### src/rtl/bch_pkg.sv
// Shared GF(16) / BCH(15,7) definitions used by the key-equation solver and its multiplier.
package bch_pkg;

    typedef logic [3:0] gf16_t;

    // Low-order terms of x^4 + x + 1, folded back in when a product overflows bit 3.
    localparam gf16_t GF_PRIM_POLY = 4'b0011;
    localparam int    BCH_N        = 15;

    typedef enum logic [1:0] {
        ST_IDLE,
        ST_CALC,
        ST_DONE
    } kes_state_t;

endpackage

### src/rtl/gf_multiplier.sv
// Combinational GF(16) multiplier, polynomial basis, reduced by x^4 + x + 1.
module gf_multiplier
    import bch_pkg::*;
(
    input  gf16_t a,
    input  gf16_t b,
    output gf16_t p
);

    gf16_t acc;
    gf16_t shifted;

    // Shift-and-add: shifted holds a*x^i, reduced modulo the primitive polynomial.
    always_comb begin
        acc     = '0;
        shifted = a;
        for (int i = 0; i < 4; i++) begin
            if (b[i]) begin
                acc = acc ^ shifted;
            end
            if (shifted[3]) begin
                shifted = {shifted[2:0], 1'b0} ^ GF_PRIM_POLY;
            end else begin
                shifted = {shifted[2:0], 1'b0};
            end
        end
        p = acc;
    end

endmodule

### src/rtl/bch_key_eq_solver.sv
// Peterson key-equation solver for BCH(15,7) t=2 using one shared GF(16) multiplier.
// Optional macro BCH_KES_FAIL_DETECT_EN flags S1=0 with S3!=0 as uncorrectable.
module bch_key_eq_solver
    import bch_pkg::*;
(
    input  logic       clk,
    input  logic       rst,
    input  logic       in_valid,
    output logic       in_ready,
    input  logic [3:0] s1,
    input  logic [3:0] s3,
    output logic       out_valid,
    input  logic       out_ready,
    output logic [3:0] lambda1,
    output logic [3:0] lambda2,
    output logic [1:0] err_cnt,
    output logic       uncorrectable
);

    kes_state_t state;
    logic [2:0] step;
    gf16_t      syn1;
    gf16_t      syn3;
    gf16_t      chain;
    gf16_t      cube;
    gf16_t      mul_a;
    gf16_t      mul_b;
    gf16_t      mul_p;

    // Operand schedule: S1^2, S1^3, S1^6, S1^7, S1^14 (= S1^-1), then (S3 + S1^3) * S1^-1.
    always_comb begin
        mul_a = chain;
        mul_b = syn1;
        case (step)
            3'd0: begin mul_a = syn1;        mul_b = syn1;  end
            3'd1: begin mul_a = chain;       mul_b = syn1;  end
            3'd2: begin mul_a = chain;       mul_b = chain; end
            3'd3: begin mul_a = chain;       mul_b = syn1;  end
            3'd4: begin mul_a = chain;       mul_b = chain; end
            3'd5: begin mul_a = syn3 ^ cube; mul_b = chain; end
            default: begin mul_a = chain;    mul_b = syn1;  end
        endcase
    end

    gf_multiplier u_mul (
        .a(mul_a),
        .b(mul_b),
        .p(mul_p)
    );

`ifdef BCH_KES_FAIL_DETECT_EN
    logic unc_q;
    assign uncorrectable = unc_q;
`else
    assign uncorrectable = 1'b0;
`endif

    always_ff @(posedge clk or posedge rst) begin
        if (rst) begin
            state     <= ST_IDLE;
            step      <= '0;
            syn1      <= '0;
            syn3      <= '0;
            chain     <= '0;
            cube      <= '0;
            in_ready  <= 1'b1;
            out_valid <= 1'b0;
            lambda1   <= '0;
            lambda2   <= '0;
            err_cnt   <= '0;
`ifdef BCH_KES_FAIL_DETECT_EN
            unc_q     <= 1'b0;
`endif
        end else begin
            case (state)
                ST_IDLE: begin
                    if (in_valid) begin
                        syn1     <= s1;
                        syn3     <= s3;
                        step     <= '0;
                        in_ready <= 1'b0;
                        state    <= ST_CALC;
                    end
                end
                ST_CALC: begin
                    chain <= mul_p;
                    if (step == 3'd1) begin
                        cube <= mul_p;
                    end
                    if (step == 3'd5) begin
                        // With S1=0 the inverse term is 0, so lambda2 collapses to 0 on its own.
                        lambda1   <= syn1;
                        lambda2   <= mul_p;
                        if (syn1 == '0) begin
                            err_cnt <= 2'd0;
                        end else if (mul_p == '0) begin
                            err_cnt <= 2'd1;
                        end else begin
                            err_cnt <= 2'd2;
                        end
`ifdef BCH_KES_FAIL_DETECT_EN
                        unc_q     <= (syn1 == '0) && (syn3 != '0);
`endif
                        out_valid <= 1'b1;
                        state     <= ST_DONE;
                    end else begin
                        step <= step + 3'd1;
                    end
                end
                ST_DONE: begin
                    if (out_ready) begin
                        out_valid <= 1'b0;
                        in_ready  <= 1'b1;
`ifdef BCH_KES_FAIL_DETECT_EN
                        unc_q     <= 1'b0;
`endif
                        state     <= ST_IDLE;
                    end
                end
                default: begin
                    state <= ST_IDLE;
                end
            endcase
        end
    end

endmodule

### config.mk
export PLATFORM = sky130hd
export DESIGN_NAME = bch_key_eq_solver
export DESIGN_NICKNAME = d
export VERILOG_FILES = /design/src/rtl/bch_pkg.sv /design/src/rtl/gf_multiplier.sv /design/src/rtl/bch_key_eq_solver.sv
export SDC_FILE = /design/constraint.sdc
export NUM_CORES = 1
export LEC_CHECK = 0
export ABC_AREA = 1
export CAP_MARGIN = 20
export CORE_ASPECT_RATIO = 2
export CORE_MARGIN = 1
export CORE_UTILIZATION = 45
export CTS_CLUSTER_SIZE = 14
export DETAILED_ROUTE_END_ITERATION = 8
export PLACE_DENSITY = 0.7
export SKIP_LAST_GASP = 1
export SLEW_MARGIN = 40
export SYNTH_ARGS = -nofsm -noshare
export SYNTH_HDL_FRONTEND = slang
export SYNTH_HIERARCHICAL = 1
export SYNTH_SLANG_ARGS = --single-unit
### constraint.sdc
create_clock -name clk -period 2.3 [get_ports clk]
set_clock_uncertainty 0.05 [all_clocks]
set_input_delay 0.46 -clock clk [delete_from_list [all_inputs] [get_ports clk]]
set_output_delay 0.46 -clock clk [all_outputs]
set_load 0.05 [all_outputs]
After elaboration in Yosys (flattened, before gate mapping)

Index checks and enable logic that the tools add are counted.

Flip-flop bits (word level): 33
Bits of input ports: 12
Output and inout port bits: 13
Logic and storage cells: 68

Add/subtract/negate cells: 1
Equality and inequality tests: 10
Muxes and demuxes: 24
Bitwise operators: 7
Reductions and logical operators: 15

Operator list:

| kind                                                                   | count |
|---|---|
| 4-bit two-way mux                                                      | 5 |
| 2-bit two-way mux                                                      | 8 |
| 4-bit XOR                                                              | 4 |
| 3-bit AND reduction                                                    | 4 |
| 4-bit logical NOT                                                      | 2 |
| 2-bit != test (second input constant)                                  | 4 |
| 4-bit case mux with 2 select lines                                     | 1 |
| 3-bit equality test (second input constant)                            | 2 |
| 3-bit two-way mux                                                      | 2 |
| 2-bit NOT                                                              | 3 |
| 2-bit case mux with 3 select lines                                     | 1 |
| 3-bit case mux with 2 select lines                                     | 1 |
| 2-bit AND reduction                                                    | 3 |
| 2-bit nonzero test                                                     | 3 |
| 1-bit two-way mux                                                      | 4 |
| 1-bit case mux with 2 select lines                                     | 2 |
| 3-bit by 1-bit adder with 3-bit output (second input constant)         | 1 |
| 3-bit by 1-bit equality test with 1-bit output (second input constant) | 1 |
| 3-bit by 2-bit equality test with 1-bit output (second input constant) | 1 |
| 3-bit logical NOT                                                      | 1 |
| 3-bit OR reduction                                                     | 1 |
| 2-bit by 1-bit equality test with 1-bit output (second input constant) | 1 |
| 2-bit equality test (second input constant)                            | 1 |
| 2-bit logical NOT                                                      | 1 |

Logic depth before layout (Yosys ltp)

Depth in word-level cells: 13
Depth in mapped cells: 22
Gate-level depth less buffers: 20

Hierarchy

The synthesis kept the hierarchy.

Modules (own cells, without submodules):

| module            | instances | cells an instance | area each (µm²) | seq. area each (µm²) |
|---|---|---|---|---|
| bch_key_eq_solver | 1         | 207               | 1677.9          | 827.0 |
| gf_multiplier     | 1         | 73                | 349.1           | 0.0 |

Least setup slack after synthesis

No wires, ideal clock.

Kind: register to register
Start: register step[1]
End: register err_cnt[0]
Setup time: 66 ps
Data arrival time: 2143 ps
Data required time: 2184 ps
Slack: 41 ps
Cell stages (with the launch flop): 20
Buffers on the path: 2
Period minus slack after synthesis: 2259 ps
Cells stage by stage: dfrtp_1 > inv_1 > ha_1 > nand2_4 > buf_2 > nor2_1 > nand2_1 > nand3_1 > buf_6 > nand2_1 > xor2_1 > nand2_1 > nand2_1 > nand2_1 > nand2_1 > inv_1 > nand2_1 > nor2_1 > nand3_1 > nand2_1

Elaborated cells between the ends (all ways): 24
Those cells by class: eq/ne: 3; mux: 11; bitwise: 6; reduce/logical: 4

RTL lines:

| item                                                            | RTL line                 | source |
|---|---|---|
| start: declaration                                              | bch_key_eq_solver.sv:21  | `logic [2:0] step;` |
| start signal: assignment                                        | bch_key_eq_solver.sv:107 | `step <= step + 3'd1;` |
| 3-bit equality test / 3-bit logical NOT (equally long branches) | bch_key_eq_solver.sv:34  | `case (step)` |
| 4-bit case mux with 2 select lines (*)                          | bch_key_eq_solver.sv:34  |  |
| named net mul_a[2]                                              | bch_key_eq_solver.sv:26  | `gf16_t mul_a;` |
| 4-bit two-way mux                                               | gf_multiplier.sv:18      | `if (b[i]) begin` |
| 4-bit XOR                                                       | gf_multiplier.sv:19      | `acc = acc ^ shifted;` |
| 4-bit two-way mux                                               | gf_multiplier.sv:18      |  |
| 4-bit XOR                                                       | gf_multiplier.sv:19      |  |
| 4-bit two-way mux                                               | gf_multiplier.sv:18      |  |
| 4-bit XOR                                                       | gf_multiplier.sv:19      |  |
| 4-bit two-way mux (*)                                           | gf_multiplier.sv:18      |  |
| named net mul_p[2]                                              | bch_key_eq_solver.sv:28  | `gf16_t mul_p;` |
| 4-bit logical NOT (*)                                           | bch_key_eq_solver.sv:96  | `end else if (mul_p == '0) begin` |
| 2-bit two-way mux (*)                                           | bch_key_eq_solver.sv:96  |  |
| 2-bit two-way mux (*)                                           | bch_key_eq_solver.sv:94  | `if (syn1 == '0) begin` |
| end signal: assignment                                          | bch_key_eq_solver.sv:95  | `err_cnt <= 2'd0;` |
| end signal: assignment                                          | bch_key_eq_solver.sv:97  | `err_cnt <= 2'd1;` |
| end signal: assignment                                          | bch_key_eq_solver.sv:99  | `err_cnt <= 2'd2;` |
| end: declaration                                                | bch_key_eq_solver.sv:16  | `output logic [1:0] err_cnt,` |

Mark *: on every way through the listed nets, which the timed path passes. The rest lies on a longest branch.
A chain may end at the register's enable or synchronous reset.

Worst setup path in the final report

Start: register step[1]
End: register lambda2[0]

Elaborated cells between the ends (all ways): 18
Those cells by class: eq/ne: 3; mux: 9; bitwise: 3; reduce/logical: 3

RTL lines:

| item                                                                                         | RTL line                | source |
|---|---|---|
| 3-bit equality test / 3-bit by 2-bit equality test with 1-bit output (equally long branches) | bch_key_eq_solver.sv:34 |  |
| 3-bit OR reduction (no source line) (*)                                                      | n/a                     |  |
| 4-bit two-way mux (*)                                                                        | bch_key_eq_solver.sv:34 |  |
| named net mul_b[2]                                                                           | bch_key_eq_solver.sv:27 | `gf16_t mul_b;` |
| 4-bit two-way mux (*)                                                                        | gf_multiplier.sv:18     |  |
| 4-bit XOR                                                                                    | gf_multiplier.sv:19     |  |
| 4-bit two-way mux (*)                                                                        | gf_multiplier.sv:18     |  |
| named net mul_p[0]                                                                           | bch_key_eq_solver.sv:28 |  |
| end signal: assignment                                                                       | bch_key_eq_solver.sv:93 | `lambda2 <= mul_p;` |
| end: declaration                                                                             | bch_key_eq_solver.sv:15 | `output logic [3:0] lambda2,` |

Marks and branches as above.

==> reports/metrics.csv <==
metric;value;unit
r2r_slack;40;ps
cp_data_required_time;2480;ps
grt_max_degree;34;
cp_max_fo;4;
path_clk_slew;70;ps
fin_tns_setup;0;ps
gp_congestion;0.927;
grt_first_pass_wirelength;7630;µm
worst-endpoint-arrival;2440;ps
yosysWarnings;6;
drt_wl_total;4720;µm
path_buf_inv;5;
syn2layout_area_growth;35.7;%
nFillCells;397;
hpwl;3470;µm
path_cells;inv_2 -> ha_4 -> buf_6 -> nand3b_1 -> buf_4 -> nand3_2 -> nand2_4 -> nand2_1 -> xor2_2 -> xnor2_2 -> inv_2 -> buf_4 -> o21ai_2;
min_period_over_period;98.3;%
ys_top_cells_by_area;dfrtp_1 40%, nand2_1 19%, nand3_1 7.4%;
syn-num-nets;296;
clk_path_buf_depth;2;
slew_violations;0;
netlist.area_leader.share;39.5;%
cts_buffers;5;
clk_latency;290;ps
dr.pass1.iters;4;
start_kind;flip-flop;
ctsRootBufferMaster;clkbuf_8;
multi_input_area;1220;µm²
clock_sinks;33;
utilization;63.4;%
synth_edf_count;0;
fmax;442;MHz
rsz0062_at_grt;true;
ys_types;25;
critPathKind;flip-flop to flip-flop;
hold_violations;0;
cap_viol_max_count;0;
htreeDepth;2;
yosys_register_bits;33;
dieArea;4790;µm²
core_area;4340;µm²
end_kind;flip-flop;
drc_errors;0;
hold_path.class;flip-flop to flip-flop;
yosysSeqAreaShare;40.8;%
cp_slowest_stage_delay;400;ps
worst_pin_slew;505;ps
crit_family;buffers and inverters;
ys.flop_type;dfrtp_1;
antenna_found_initial;0;
cts_tree;yes;
avgSynthCellArea;7.24;µm²
fp.dieW;49.5;µm
syn_inst;280;
layout_min_cycle_time;2260;ps
synthArstFlopShare;100;%
overflow;0;
synthTopCellsByCount;104 x nand2_1, 32 x dfrtp_1, 30 x nand3_1;
ios;25;
status;complete, no violations;
drt_iter0_drc;19;
viasPerCell;4.98;
initial_core_util;46.7;%
cts-hold-fix-buffers;0;
place_inst;361;
syn_area;2030;µm²
postRouteAntennaNets;0;
crit_slowest_cell;dfrtp_1;
io_buffers;23;
grt_usage;21.2;%
ff_latch_area;828;µm²
diodes;0;
setup_violations;0;
vias;1871;
grt_pass1_vias;1820;
layout.nets;337;
rows;34;
slew-limit-headroom;66.2;%
die_h;96.9;µm
synth.most_common_cell;nand2_1;
synth_top_cell_by_area;dfrtp_1;
drive_gt1_share;31.4;%
wl_per_cell;12.5;µm
finalNonFillerCells;376;
-- flip-flops by register name (all words and copies together) (netlist names) --
name       count
chain          4
cube           4
lambda1        4
lambda2        4
syn1           4
syn3           4
step           3
err_cnt        2
state          2
in_ready       1
out_valid      1
-- metrics by stage --
| step | hold WS (ps) | setup slack, ps | area, µm² |
|---|---|---|---|
| floorplan | 414 | 41.4 | 2030 |
| detailed placement | 424 | -96.5 | 2350 |
| global route | 461 | -61.2 | 2750 |
| global placement | 416 | -69.5 | 2350 |
| CTS | 442 | 2.66 | 2520 |
| finish | 436 | 39.7 | 2750 |
-- cell usage in the layout, fill, tap and decap left out, types with 2 or more instances in the layout --
| master | Yosys | layout |
|---|---|---|
| o21ai_2 | 5 | 5 |
| buf_4 | 4 | 17 |
| o21a_1 | 3 | 3 |
| bufinv_16 | 0 | 2 |
| xnor2_2 | 1 | 3 |
| nor2_2 | 0 | 4 |
| nand2_4 | 2 | 7 |
| dfrtp_1 | 32 | 31 |
| ha_1 | 4 | 2 |
| nand2_1 | 104 | 87 |
| nand3_4 | 0 | 2 |
| clkdlybuf4s50_1 | 0 | 23 |
| ha_4 | 0 | 2 |
| nor2_1 | 20 | 16 |
| clkbuf_8 | 0 | 5 |
| nand3_1 | 30 | 16 |
| nand2_2 | 7 | 19 |
| inv_2 | 5 | 14 |
| nand3b_1 | 2 | 2 |
| o21ai_0 | 15 | 14 |
| nand3_2 | 2 | 14 |
| inv_1 | 29 | 20 |
| nand4_1 | 4 | 4 |
-- cell families (layout without fill, tap and decap cells) --
logic type,after synthesis,count (layout),share of synthesized area (%)
AOI/OAI and AO/OA,23,23,6.98
adders and majority gates,4,4,2.47
other,1,1,0.185
and+or+nand+nor,173,173,37.9
DFF,33,33,40.8
xor gates and xnor gates,5,5,2.53
buffers and inverters,41,83,9.14
-- worst min-delay path: cells and delay by family (launching register included) --
kind               cells  cell delay, ps
DFF                    1             350
and+or+nand+nor        1              60
AOI/OAI and AO/OA      1              50
-- final cells by class --
type,count,share of cell area [%]
multi-input cells,206,44.5
flip-flops and latches,33,30.1
repair buffers,41,13.4
inverters,34,4.64
clock buffers,5,2.50
well taps,54,2.46
clock inverters,3,2.36
-- metal layers --
metal / up-vias / track usage, % / wire [µm]
li1: 951 / - / -
met1: 857 / 20.1 / 1690
met2: 41 / 39.2 / 2610
met3: 22 / 3.62 / 140
met4: 0 / 14.7 / 274
met5: - / 0 / 0
-- what timing repair did --
item,4_1_cts,5_1_grt
gates resized for setup,7,54
buffers inserted,0,7
pin swaps,1,28
setup endpoints to repair,5,14
-- worst paths after layout --
check,cells after the start,endpoint,from
min in group asynchronous,3,lambda1[2],rst
hold / removal,2,lambda1[0],lambda1[0]
setup reg to reg,13,lambda2[0],step[1]
setup / recovery,13,lambda2[0],step[1]
hold reg to reg,2,lambda1[0],lambda1[0]
max in group asynchronous,3,in_ready,rst
Power is left out: the tool's default activity adds up to more than one toggle a clock period on the data nets, which glitch-free logic cannot reach.
